[config.mk]
export PLATFORM = sky130hd
export DESIGN_NAME = fphub_seq_multiplier
export DESIGN_NICKNAME = d
export VERILOG_FILES = /design/src/rtl/fphub_pkg.sv /design/src/rtl/fphub_mul_special.sv /design/src/rtl/fphub_seq_multiplier.sv
export SDC_FILE = /design/constraint.sdc
export NUM_CORES = 1
export LEC_CHECK = 0
export BUFFER_PORTS_ARGS = -buffer_cell sky130_fd_sc_hd__clkbuf_2
export CELL_PAD_IN_SITES_DETAIL_PLACEMENT = 1
export CELL_PAD_IN_SITES_GLOBAL_PLACEMENT = 1
export CORE_UTILIZATION = 30
export CTS_BUF_LIST = sky130_fd_sc_hd__clkbuf_16
export DETAILED_ROUTE_END_ITERATION = 10
export PLACE_DENSITY_LB_ADDON = 0.1
export SYNTH_ARGS = -nofsm -noshare
export SYNTH_HDL_FRONTEND = slang
export SYNTH_SLANG_ARGS = --single-unit
[constraint.sdc]
create_clock -name clk -period 2.65 [get_ports clk]
set_clock_uncertainty 0.1 [all_clocks]
set_input_delay 0.53 -clock clk [delete_from_list [all_inputs] [get_ports clk]]
set_output_delay 0.53 -clock clk [all_outputs]
set_load 0.02 [all_outputs]
[src/rtl/fphub_pkg.sv]
// Shared HUB floating-point definitions for the sequential multiplier and divider.
// Field widths, operand classification and canonical special encodings.
package fphub_pkg;

    localparam int M    = 23;
    localparam int E    = 8;
    localparam int N    = M + E + 1;
    localparam int W    = M + 2;
    localparam int BIAS = 2**(E-1) - 1;

    typedef enum logic [1:0] {
        NORMAL,
        ZERO,
        INF,
        NAN
    } fp_class_t;

    function automatic fp_class_t fphub_classify(input logic [N-1:0] w);
        logic [E-1:0] ex;
        logic [M-1:0] mt;
        ex = w[N-2 -: E];
        mt = w[M-1:0];
        if (ex == '0)
            return ZERO;
        else if (&ex)
            return (mt == '0) ? INF : NAN;
        else
            return NORMAL;
    endfunction

    function automatic logic [N-1:0] fphub_nan();
        return {1'b0, {E{1'b1}}, 1'b1, {(M-1){1'b0}}};
    endfunction

    function automatic logic [N-1:0] fphub_inf(input logic s);
        return {s, {E{1'b1}}, {M{1'b0}}};
    endfunction

    function automatic logic [N-1:0] fphub_zero(input logic s);
        return {s, {(N-1){1'b0}}};
    endfunction

endpackage

[src/rtl/fphub_mul_special.sv]
// Special-operand resolution for the HUB multiplier.
// NaN wins, then 0*inf, then inf, then zero.
module fphub_mul_special
    import fphub_pkg::*;
(
    input  fp_class_t      i_cls_x,
    input  fp_class_t      i_cls_y,
    input  logic           i_sign,
    output logic           o_special,
    output logic [N-1:0]   o_res
);

    logic w_nan;
    logic w_inf;
    logic w_zero;

    assign w_nan  = (i_cls_x == NAN) || (i_cls_y == NAN) ||
                    ((i_cls_x == ZERO) && (i_cls_y == INF)) ||
                    ((i_cls_x == INF) && (i_cls_y == ZERO));
    assign w_inf  = (i_cls_x == INF) || (i_cls_y == INF);
    assign w_zero = (i_cls_x == ZERO) || (i_cls_y == ZERO);

    always_comb begin
        o_special = 1'b1;
        o_res     = fphub_zero(i_sign);
        if (w_nan)
            o_res = fphub_nan();
        else if (w_inf)
            o_res = fphub_inf(i_sign);
        else if (w_zero)
            o_res = fphub_zero(i_sign);
        else
            o_special = 1'b0;
    end

endmodule

[src/rtl/fphub_seq_multiplier.sv]
// Radix-2 shift-add HUB floating-point multiplier, one multiplier bit per cycle.
// Result is truncated with the implicit ILSB carried in the operand significands.
module fphub_seq_multiplier
    import fphub_pkg::*;
(
    input  logic           clk,
    input  logic           rst_l,
    input  logic           start,
    input  logic [N-1:0]   x,
    input  logic [N-1:0]   y,
    output logic [N-1:0]   res,
    output logic           finish,
    output logic           busy
);

    localparam int CW   = $clog2(W + 1);
    localparam int EMAX = 2**E - 1;

    typedef enum logic [1:0] {
        S_IDLE,
        S_CALC,
        S_NORM,
        S_DONE
    } state_t;

    state_t                r_state;
    logic [W-1:0]          r_a;
    logic [W-1:0]          r_b;
    logic [2*W-1:0]        r_p;
    logic signed [E+1:0]   r_esum;
    logic                  r_sign;
    logic [CW-1:0]         r_cnt;
    logic [N-1:0]          r_res;
    logic                  r_finish;

    fp_class_t             w_cls_x;
    fp_class_t             w_cls_y;
    logic                  w_sign;
    logic                  w_special;
    logic [N-1:0]          w_special_res;
    logic [E+1:0]          w_esum;
    logic [W:0]            w_sum;
    logic [2*W-1:0]        w_p_next;
    logic [M-1:0]          w_frac;
    logic signed [E+1:0]   w_e;
    logic [N-1:0]          w_norm_res;

    assign w_cls_x = fphub_classify(x);
    assign w_cls_y = fphub_classify(y);
    assign w_sign  = x[N-1] ^ y[N-1];
    assign w_esum  = {2'b00, x[N-2 -: E]} + {2'b00, y[N-2 -: E]}
                   - (E+2)'(BIAS);

    fphub_mul_special u_special (
        .i_cls_x   (w_cls_x),
        .i_cls_y   (w_cls_y),
        .i_sign    (w_sign),
        .o_special (w_special),
        .o_res     (w_special_res)
    );

    // Add into the upper half, then shift {carry, P} right by one.
    assign w_sum    = {1'b0, r_p[2*W-1:W]} + (r_b[0] ? {1'b0, r_a} : '0);
    assign w_p_next = {w_sum, r_p[W-1:1]};

    assign w_frac = r_p[2*W-1] ? r_p[2*W-2 -: M] : r_p[2*W-3 -: M];
    assign w_e    = r_esum + $signed({{(E+1){1'b0}}, r_p[2*W-1]});

    always_comb begin
        w_norm_res = {r_sign, w_e[E-1:0], w_frac};
        if (int'(w_e) >= EMAX)
            w_norm_res = fphub_inf(r_sign);
        else if (int'(w_e) <= 0)
            w_norm_res = fphub_zero(r_sign);
    end

    always_ff @(posedge clk or negedge rst_l) begin
        if (!rst_l) begin
            r_state  <= S_IDLE;
            r_a      <= '0;
            r_b      <= '0;
            r_p      <= '0;
            r_esum   <= '0;
            r_sign   <= 1'b0;
            r_cnt    <= '0;
            r_res    <= '0;
            r_finish <= 1'b0;
        end else begin
            r_finish <= 1'b0;
            unique case (r_state)
                S_IDLE: begin
                    if (start) begin
                        r_sign <= w_sign;
                        if (w_special) begin
                            r_res    <= w_special_res;
                            r_finish <= 1'b1;
                            r_state  <= S_DONE;
                        end else begin
                            r_a     <= {1'b1, x[M-1:0], 1'b1};
                            r_b     <= {1'b1, y[M-1:0], 1'b1};
                            r_esum  <= w_esum;
                            r_p     <= '0;
                            r_cnt   <= '0;
                            r_state <= S_CALC;
                        end
                    end
                end
                S_CALC: begin
                    r_p   <= w_p_next;
                    r_b   <= r_b >> 1;
                    r_cnt <= r_cnt + 1'b1;
                    if (r_cnt == CW'(W-1))
                        r_state <= S_NORM;
                end
                S_NORM: begin
                    r_res    <= w_norm_res;
                    r_finish <= 1'b1;
                    r_state  <= S_DONE;
                end
                S_DONE: begin
                    r_state <= S_IDLE;
                end
                default: r_state <= S_IDLE;
            endcase
        end
    end

    assign res    = r_res;
    assign finish = r_finish;
    assign busy   = (r_state != S_IDLE);

endmodule

==> results_dict.tcl <==
set metrics [dict create \
    routabilityCongestion 0.8057 \
    synth_area_leaders "dfrtp_1 (41%), nand2_1 (9.0%), ha_1 (7.5%)" \
    failed_checks "setup timing" \
    synth_edf_count 0 \
    synth_nets 973 \
    diodes 0 \
    cp.arrival_ps 2930 \
    die_w_um 161.9 \
    ys_seq_area_share_pct 40.77 \
    start_kind "flop" \
    coreArea_um2 25110 \
    grt_use_total_pct 19.00 \
    r2r-start "r_b[0]" \
    cp.required_ps 2860 \
    r2r-end "r_p[47]" \
    avgRoutedWirePerCell_um 17.11 \
    drt_wl_total_um 23850 \
    hold_end "r_a[9]" \
    overflow 0 \
    synthArstFlopShare_pct 100.0 \
    die_h_um 161.9 \
    fin_ws_ps -67.98 \
    reg2regPathDepth 10 \
    cts_buffer_depth 2 \
    finalPower_mw 13.38 \
    period_share_pct 102.6 \
    numClockSinks 125 \
    routed_via_density 4.943 \
    cts_tree "built" \
    fill_cells 2952 \
    route.antenna.remaining_nets 0 \
    path_class "flop to flop" \
    dieArea_um2 26220 \
    clk_latency_ps 430 \
    mostFrequentLayoutCells "nand2_1 (182), dfrtp_1 (124), buf_4 (100)" \
    cts.clk_slew.worst_paths_ps 60 \
    final_common_cell "nand2_1" \
    nNetsFinal 1166 \
    yosys_warnings 0 \
    max_clock_freq_mhz 367.9 \
    hold_violations 0 \
    ys.flop_type "dfrtp_1" \
    ys_ff_latch 125 \
    synth_cell_types 64 \
    grt_pass1_wl_um 39150 \
    syn_area_um2 7672 \
    portBuffers 100 \
    final.min_clock_period_ps 2718 \
    io_pins 101 \
    min-delay-start "x[8]" \
    num_vias 6891 \
    synth_top_area_share_pct 40.77 \
    drcViolationCount 0 \
    leakagePower_nw 4.835 \
    htreeDepth 4 \
    antenna_found_initial 0 \
    firstDrtPassIters 4 \
    yosysTopAreaCell "dfrtp_1" \
    root_buffer "clkbuf_16" \
    relSlewSlack_pct 41.42 \
    whs_path_depth 3 \
    area_delta_synth_final_pct 36.61 \
    worstPathMaxFanout 8 \
    dp_slack_ps -235.9 \
    cts_buffers 17 \
    ir_drop_uv 364.4 \
    rrSetupSlack_ps -70 \
    avgSynthCellArea_um2 8.942 \
    drv.max_cap_violation_count 0 \
    status "complete, but fails checks" \
    start_util_pct 30.56 \
    min_path_type "primary input to flop" \
    power_density_nw_per_um2 1276 \
    final_layout_size_suffix_gt1_share_pct 31.77 \
    crit_path_end_kind "flop" \
    multi_input_area_um2 4778 \
    drt_iter0_markers 236 \
    grt_max_degree 74 \
    dp_hpwl_um 17440 \
    tightest_slew_ps 869.5 \
    regArea_um2 3129 \
    grt_setup_unrepaired "true" \
    synth_cells 858 \
    slew_viol_final 0 \
    grt_pass1_vias 7286 \
    std_cell_rows 58 \
    finalSetupViolCount 4 \
]
synthesized netlist by cell type (all sizes together) (4+ instances only):
cell / count
nand2: 184
dfrtp: 125
o21ai: 72
ha: 46
a21oi: 42
mux2i: 40
nor2: 39
and2: 28
clkbuf: 26
inv: 23
nand3: 23
xnor2: 19
nor4: 16
o31ai: 16
xor2: 16
buf: 15
nor3: 15
a221o: 13
a22o: 12
nand4: 10
a21o: 7
a211oi: 6
o21a: 5
and3: 4
mux2: 4
nand2b: 4
o211ai: 4
metrics by stage:
step	area, um^2	hold slack, ps	cells	utilization, %	setup TNS [ps]
finish	10480	212.2	1394	41.74	-101.1
detailed placement	9236	340.8	1348	36.78	-2258
global placement	9236	347.2	1348	36.78	-1493
global route	10480	211.8	1394	41.74	-1364
CTS	10280	199.4	1389	40.94	-109.6
floorplan	7674	134.4	858	-	0
routing by layer:
layer | part of all wire (%) | vias to the layer above | wire length, um | global-route usage (%)
met3 | 2.3 | 28 | 552 | 2.937
met4 | 1.7 | 0 | 400 | 5.317
met5 | 0 | - | 0 | 0
met1 | 53 | 3323 | 12600 | 27.93
li1 | - | 3444 | - | -
met2 | 43 | 96 | 10290 | 28.60
worst max-delay path: stages, from the launching register on:
cell and delay, ps:
dfrtp_2 500, buf_12 170, and2_4 140, ha_4 230, a211oi_2 270, o211ai_1 180
a211oi_2 330, a21oi_4 130, a21bo_2 240, xor2_1 140, a22o_1 170
cells by family after synthesis:
| kind of cell | Yosys count | synth area share [%] |
|---|---|---|
| muxes | 44 | 5.806 |
| adders and majority gates | 48 | 8.023 |
| and+or+nand+nor | 338 | 20.30 |
| buffers and inverters | 64 | 3.751 |
| DFF | 125 | 40.77 |
| xor gates and xnor gates | 35 | 3.995 |
| AOI/OAI and AO/OA | 204 | 17.35 |
where the power goes:
| group | switching (mW) | leakage (nW) | internal, mW |
|---|---|---|---|
| clock network | 0.976 | 0.280 | 1.40 |
| logic | 4.02 | 2.95 | 3.54 |
| registers | 0.728 | 1.60 | 2.71 |
flip-flops by register name, indices dropped and copies added, names as in the netlist:
signal / count
res: 32
r_b: 25
r_p: 25
r_a: 24
r_esum: 10
r_cnt: 5
r_state: 2
finish: 1
r_sign: 1
how the worst max path moves through the flow:
stage	endpoint	cells after the start	slack, ps	from
final	r_p[47]	10	-70	r_b[0]
after global routing	r_p[47]	10	-170	r_b[0]
after CTS	r_p[47]	11	-40	r_b[0]
after detailed placement	r_p[49]	10	-240	r_b[0]
after global placement	r_p[45]	10	-170	r_b[0]
after floorplan	r_p[37]	11	20	r_b[0]
cell type report:
cell class              count  share of cell area, %
inverters                  23                 0.8237
flip-flops and latches    125                  29.86
clock buffers              17                  4.059
repair buffers            215                  14.18
clock inverters            15                  1.552
multi-input cells         669                  45.59
well taps                 330                  3.939
what timing repair did:
item | 4_1_cts | 5_1_grt
hold endpoints to repair | 18 | 0
setup buffers | 6 | 9
cloned | 2 | 0
pin swaps | 27 | 23
hold buffers | 1 | 0
setup endpoints to repair | 15 | 21
resized for setup | 66 | 42
No activity file was read; power rests on OpenSTA's default activity.
